--- config.mk ---
export PLATFORM = sky130hd
export DESIGN_NAME = mips_controller
export DESIGN_NICKNAME = d
export VERILOG_FILES = /design/src/rtl/mips_controller.sv
export SDC_FILE = /design/constraint.sdc
export NUM_CORES = 1
export LEC_CHECK = 0
export ABC_AREA = 1
export BUFFER_PORTS_ARGS = -buffer_cell sky130_fd_sc_hd__buf_2
export CORE_MARGIN = 3
export CORE_UTILIZATION = 39
export DETAILED_ROUTE_END_ITERATION = 7
export PLACE_DENSITY = 0.83
export SLEW_MARGIN = 15
export SYNTH_ARGS = -nofsm -noshare
export SYNTH_HDL_FRONTEND = slang
export SYNTH_SLANG_ARGS = --single-unit
export TNS_END_PERCENT = 1
--- constraint.sdc ---
create_clock -name clk -period 1.5 [get_ports clk]
set_clock_uncertainty 0.15 [all_clocks]
set_input_delay 0.075 -clock clk [delete_from_list [all_inputs] [get_ports clk]]
set_output_delay 0.075 -clock clk [all_outputs]
set_load 0.01 [all_outputs]
--- src/rtl/mips_controller.sv ---
// Multicycle Moore controller for the 8-bit MIPS datapath.
// It fetches four instruction bytes, decodes op/funct and sequences the execute/writeback states.
module mips_controller (
    input  logic       clk,
    input  logic       reset,
    input  logic [5:0] op,
    input  logic [5:0] funct,
    input  logic       zero,
    output logic       memread,
    output logic       memwrite,
    output logic       alusrca,
    output logic [1:0] alusrcb,
    output logic       iord,
    output logic [3:0] irwrite,
    output logic       memtoreg,
    output logic       pcen,
    output logic [1:0] pcsource,
    output logic       regdst,
    output logic       regwrite,
    output logic [2:0] alucontrol,
    output logic [3:0] state
);

    localparam logic [5:0] OP_RTYPE = 6'b000000;
    localparam logic [5:0] OP_LB    = 6'b100000;
    localparam logic [5:0] OP_SB    = 6'b101000;
    localparam logic [5:0] OP_BEQ   = 6'b000100;
    localparam logic [5:0] OP_J     = 6'b000010;
    localparam logic [5:0] OP_ADDI  = 6'b001000;

    localparam logic [3:0] IDLE = 4'd0;
    localparam logic [3:0] F1   = 4'd1;
    localparam logic [3:0] F2   = 4'd2;
    localparam logic [3:0] F3   = 4'd3;
    localparam logic [3:0] F4   = 4'd4;
    localparam logic [3:0] DEC  = 4'd5;
    localparam logic [3:0] MADR = 4'd6;
    localparam logic [3:0] LBRD = 4'd7;
    localparam logic [3:0] LBWR = 4'd8;
    localparam logic [3:0] SBWR = 4'd9;
    localparam logic [3:0] REX  = 4'd10;
    localparam logic [3:0] RWR  = 4'd11;
    localparam logic [3:0] BEQX = 4'd12;
    localparam logic [3:0] JEX  = 4'd13;
    localparam logic [3:0] AIEX = 4'd14;
    localparam logic [3:0] AIWR = 4'd15;

    localparam logic [2:0] ALU_ADD = 3'b010;
    localparam logic [2:0] ALU_SUB = 3'b110;

    logic [3:0] state_reg;
    logic [3:0] state_next;
    logic       pcwrite;
    logic       branch;

    always_ff @(posedge clk or negedge reset) begin
        if (!reset) state_reg <= IDLE;
        else        state_reg <= state_next;
    end

    always_comb begin
        state_next = F1;
        case (state_reg)
            IDLE: state_next = F1;
            F1:   state_next = F2;
            F2:   state_next = F3;
            F3:   state_next = F4;
            F4:   state_next = DEC;
            DEC: begin
                case (op)
                    OP_RTYPE:     state_next = REX;
                    OP_LB, OP_SB: state_next = MADR;
                    OP_BEQ:       state_next = BEQX;
                    OP_J:         state_next = JEX;
                    OP_ADDI:      state_next = AIEX;
                    default:      state_next = F1;
                endcase
            end
            // op is re-examined here; anything other than LB is taken as a store
            MADR: state_next = (op == OP_LB) ? LBRD : SBWR;
            LBRD: state_next = LBWR;
            REX:  state_next = RWR;
            AIEX: state_next = AIWR;
            default: state_next = F1;
        endcase
    end

    always_comb begin
        memread    = 1'b0;
        memwrite   = 1'b0;
        alusrca    = 1'b0;
        alusrcb    = 2'b00;
        iord       = 1'b0;
        irwrite    = 4'b0000;
        memtoreg   = 1'b0;
        pcwrite    = 1'b0;
        branch     = 1'b0;
        pcsource   = 2'b00;
        regdst     = 1'b0;
        regwrite   = 1'b0;
        alucontrol = 3'b000;
        case (state_reg)
            F1, F2, F3, F4: begin
                memread    = 1'b1;
                irwrite    = 4'b0001 << (state_reg - F1);
                alusrcb    = 2'b01;
                pcwrite    = 1'b1;
                alucontrol = ALU_ADD;
            end
            DEC: begin
                alusrcb    = 2'b11;
                alucontrol = ALU_ADD;
            end
            MADR, AIEX: begin
                alusrca    = 1'b1;
                alusrcb    = 2'b10;
                alucontrol = ALU_ADD;
            end
            LBRD: begin
                memread = 1'b1;
                iord    = 1'b1;
            end
            LBWR: begin
                regwrite = 1'b1;
                memtoreg = 1'b1;
            end
            SBWR: begin
                memwrite = 1'b1;
                iord     = 1'b1;
            end
            REX: begin
                alusrca = 1'b1;
                case (funct)
                    6'b100000: alucontrol = 3'b010;
                    6'b100010: alucontrol = 3'b110;
                    6'b100100: alucontrol = 3'b000;
                    6'b100101: alucontrol = 3'b001;
                    6'b101010: alucontrol = 3'b111;
                    default:   alucontrol = ALU_ADD;
                endcase
            end
            RWR: begin
                regwrite = 1'b1;
                regdst   = 1'b1;
            end
            BEQX: begin
                alusrca    = 1'b1;
                alucontrol = ALU_SUB;
                branch     = 1'b1;
                pcsource   = 2'b01;
            end
            JEX: begin
                pcwrite  = 1'b1;
                pcsource = 2'b10;
            end
            AIWR: regwrite = 1'b1;
            default: ;
        endcase
    end

    assign pcen  = pcwrite | (branch & zero);
    assign state = state_reg;

endmodule

### After elaboration in Yosys (flattened, before gate mapping)

Cells that the tools add are included.

* output and inout bits: 23
* input bits: 15
* logic and storage cells: 56
* flip-flop bits (word level): 4

* eq/ne operators: 24
* reductions and logical operators: 10
* shift operators: 1
* multiplexer cells: 17
* $add $sub $neg: 1
* bitwise logic cells: 2

Operators with widths (number)
* == test 6 bit (second input constant): 6
* case mux 4 bit (9 select lines): 1
* == test 4 bit (second input constant): 8
* case mux 4 bit (5 select lines): 1
* == test 4 x 3 -> 1 bit (second input constant): 4
* case mux 3 bit (4 select lines): 1
* OR reduction 5 bit: 2
* two-way mux 1 bit: 9
* case mux 3 bit (3 select lines): 1
* == test 4 x 2 -> 1 bit (second input constant): 2
* two-way mux 4 bit: 2
* OR reduction 4 bit: 2
* OR reduction 7 bit: 1
* == test 6 x 2 -> 1 bit (second input constant): 1
* == test 6 x 3 -> 1 bit (second input constant): 1
* == test 6 x 4 -> 1 bit (second input constant): 1
* logical NOT 6 bit: 1
* case mux 2 bit (3 select lines): 1
* OR reduction 2 bit: 3
* == test 4 x 1 -> 1 bit (second input constant): 1
* case mux 2 bit (2 select lines): 1
* left shift 1 x 4 -> 4 bit (first input constant): 1
* subtractor 4 x 1 -> 4 bit (second input constant): 1
* OR reduction 3 bit: 1
* other kinds (2): 2

### Longest topological paths before layout

* word-level depth: 4
* gate-level depth with buffers: 8
* depth with buffers taken out: 8

### Worst setup path after synthesis

No wires, ideal clock.

* path kind: register to output
* start point: register state_reg[0], in the netlist state[0]
* end point: output port alucontrol[0]
* arrival: 1.378 ns
* data required time: 1.275 ns
* setup slack: -0.103 ns
* path buffers: 0
* cell stages (with the launch flop): 7
* cells stage by stage: dfrtp_1 -> inv_1 -> ha_1 -> nand3_1 -> inv_1 -> nand3_1 -> o22ai_1

* word-level cells in the longest chain between the ends: 3
* elaborated cells between the ends (all ways): 11
* classes of those cells: 9 x eq/ne; 1 x mux; 1 x reduce/logical

Ends and longest elaborated chain
* from (decl): RTL line 51 `logic [3:0] state_reg;`
* from (signal assigned): RTL line 58 `else state_reg <= state_next;`
* == test 4 x 3 -> 1 bit, or another cell as far along: RTL line 102 `case (state_reg)`
* OR reduction 7 bit (no line)
* case mux 3 bit (3 select lines) (*): RTL line 102
* to (decl): RTL line 20 `output logic [2:0] alucontrol,`

Mark *: on every way between the ends. The rest lies on a longest branch, timed or not.

### Worst setup path after layout

* start point: register state_reg[1], in the netlist state[1]
* end point: output port irwrite[2]

* word-level cells in the longest chain between the ends: 3
* elaborated cells between the ends (all ways): 8
* classes of those cells: 1 x add/sub; 4 x eq/ne; 1 x shift; 1 x mux; 1 x reduce/logical

Ends and longest elaborated chain
* subtractor 4 x 1 -> 4 bit, or another cell as far along: RTL line 105 `irwrite = 4'b0001 << (state_reg - F1);`
* left shift 1 x 4 -> 4 bit or OR reduction 4 bit (tied branches)
* two-way mux 4 bit (*): RTL line 102
* to (decl): RTL line 14 `output logic [3:0] irwrite,`

Marked as above.

==> reports/metrics.cfg <==
[run_status]
status=finished with violations
violations=negative setup slack

[sta]
setup_viol=18
max-slew-margin-rel=0.826
hold_viol=0
rsz0062_at_grt=yes
fin_ws_ns=-0.302
fmax_mhz=555
worst_slew_pin_slew_ns=0.261
period_minus_slack_ns=1.80
slew_violations=0
period_share=1.20

[worst_setup_path]
critPathArrivalTime_ns=1.58
reg2reg_from=state[1]$_DFF_PN0_
criticalPathCategory=flop to output port
rrSetupSlack_ns=-0.06
crit_end=irwrite[2]
cp-startpoint=state[1]$_DFF_PN0_
cp-end-kind=output port
cp_data_required_time_ns=1.27
worstRegToRegCells=8
r2r-end=state[0]$_DFF_PN0_
cp_max_fo=4
worst_setup_path_start_kind=flop

[cells_and_area]
final_net_count=192
diodes=0
largest_register_ffs=4
drive_gt1_frac=0.547
area_growth_syn_to_layout_pct=77.0
nFillCells=97
fin_util=0.770

[placement]
io_buffers=37
hpwl_um=1680
preCtsSetupSlack_ns=-0.133
globalplace.congestion=0.893

[die]
die_h_um=47.9
die_area_um2=2300
die_x_um=47.9
num_io_pins=38
core-area_um2=1580
num_rows=14
initial_core_util=0.435

[logic_synthesis]
async_flop_share=1.00
synth_top_cell_by_area=nand2_1
ys.flop_type=dfrtp_1
netlist_top_cells_count=30 x nand2_1, 20 x nor2_1, 18 x inv_1, 10 x nand3_1, 5 x ha_1
synth_nets=136
synth_cells=116
synth.top_cell.area_share=0.164
yosysUniqueCellTypes=22
synth.avg_cell_area_um2=5.91
ys_seq_area_frac=0.146
ys.warnings.count=0
ys_top_cells_by_area=nand2_1 16%, dfrtp_1 15%, nor2_1 11%, inv_1 9.9%, ha_1 9.1%
synth_seq_cells=4
yosys.cell_count.top_type=nand2_1
netlist_area_um2=686
synth_edf_count=0

[min_path]
hp-class=input pin to asynchronous set/reset pin

[clocking]
clkTransAtPathRegs_ns=0.04
cts_tree=yes
clockBufferDepth=2
numCtsBuffers=3
htree_levels=1
cts_root_buf=clkbuf_4
clock_latency_ns=0.24
clock_sinks=4

[power_and_ir_drop]
ir_worst_vdd_v=0.00140
p_leak_nw=0.690
p_per_area_nw_per_um2=2150

[global_route]
grt_pass1_wl_um=3440
antenna_found_initial=0
grt-ovfl-total=0
grt_pass1_vias=797
grt_max_degree=11
track_usage=0.211

[detailed_routing]
vias=1018
viasPerCell=5.47
wire_per_inst_um=15.6
ant_nets=0
drtIter0Drc=40
drc_errors=0
dr.pass1.iters=5
drt_wl_total_um=2900

[run]
max_cap_viol_count=0

-- stage by stage --
step	setup TNS (ns)	instances	cell area [um^2]	hold WS, ns	power, mW
after floorplan	0	116	694	-0.371	1.22
after global placement	-0.0798	174	930	-0.271	1.70
after detailed placement	-0.799	174	930	-0.269	1.75
after CTS	-2.61	180	1080	0.0213	2.20
after global routing	-4.16	186	1210	0.0484	2.77
final	-3.16	186	1210	0.0232	2.61
-- worst max-delay path, stage by stage (launching register included) --
cell and delay [ns]:
dfrtp_2 0.47, inv_4 0.12, ha_4 0.19, nand2_4 0.09
nand3_4 0.12, nand3b_2 0.09, nor2_1 0.12, buf_2 0.15
-- worst min path at each step --
stage	end	startpoint	slack, ns	depth (start not counted)
finish	state[2]$_DFF_PN0_	reset	0.02	2
global route	state[0]$_DFF_PN0_	reset	0.05	2
CTS	state[0]$_DFF_PN0_	reset	0.02	2
detailed placement	state[3]$_DFF_PN0_	reset	-0.27	1
global placement	state[3]$_DFF_PN0_	reset	-0.27	1
floorplan	state[0]$_DFF_PN0_	reset	-0.37	0
-- final cells by class --
class                      count  area (um^2)  area share
clock buffer                   3         22.5      0.0186
inverter                      21         88.8      0.0732
multi-input combinational     89          643       0.530
sequential                     4          105      0.0866
tap                           16         20.0      0.0165
timing repair buffer          53          334       0.275
-- metal layers --
metal	share of wire	vias up	global-route usage
met4	0.034	0	0.118
met1	0.38	454	0.257
met3	0.10	12	0.0338
li1	-	472	-
met5	0	-	0
met2	0.49	80	0.348
-- cells in the final DEF (no fill, tap or decap) --
cell | netlist | final
o22ai_1 | 2 | 1
nand3_2 | 3 | 4
o22ai_2 | 0 | 1
inv_4 | 0 | 4
inv_2 | 3 | 3
nand4_2 | 1 | 1
nor3_2 | 0 | 1
nand3_4 | 0 | 3
o21ai_0 | 3 | 3
o21ai_4 | 0 | 1
inv_1 | 18 | 14
buf_4 | 0 | 13
nor3_1 | 2 | 1
buf_6 | 2 | 5
nand3b_2 | 1 | 1
nand2_1 | 30 | 27
ha_1 | 5 | 1
ha_4 | 0 | 4
nand3_1 | 10 | 6
nand3b_1 | 1 | 1
nor2_2 | 0 | 2
nor2_4 | 2 | 3
nor2_1 | 20 | 17
nand2_2 | 2 | 1
nand4_1 | 3 | 3
clkbuf_4 | 0 | 3
nand2_4 | 0 | 4
a21oi_1 | 1 | 1
dfrtp_2 | 0 | 4
dlygate4sd3_1 | 0 | 1
xor2_1 | 1 | 1
buf_2 | 0 | 34
xnor2_2 | 0 | 1
-- power by group --
| group | switching, mW | total [mW] | internal (mW) | leakage, nW |
|---|---|---|---|---|
| clock network | 0.0469 | 0.137 | 0.0897 | 0.0138 |
| registers | 0.143 | 0.309 | 0.167 | 0.0453 |
| logic | 1.20 | 2.16 | 0.968 | 0.631 |
| total | 1.39 | 2.61 | 1.22 | 0.690 |
-- logic make-up (layout without fill, tap and decap cells) --
group	after synthesis	after routing	share of synthesized area
buf+inv	23	77	0.148
xor+xnor	2	2	0.0256
compound gates	7	7	0.0602
fa+ha+maj	5	5	0.0912
flops	4	4	0.146
simple gates	75	75	0.529
-- timing repair --
action	in CTS	in global routing
hold buffers	1	0
buffers inserted	2	6
pin swaps	5	11
endpoints found under the setup margin	21	21
resized for setup	23	22
endpoints found under the hold margin	4	0
(Power assumes the default switching activity.)
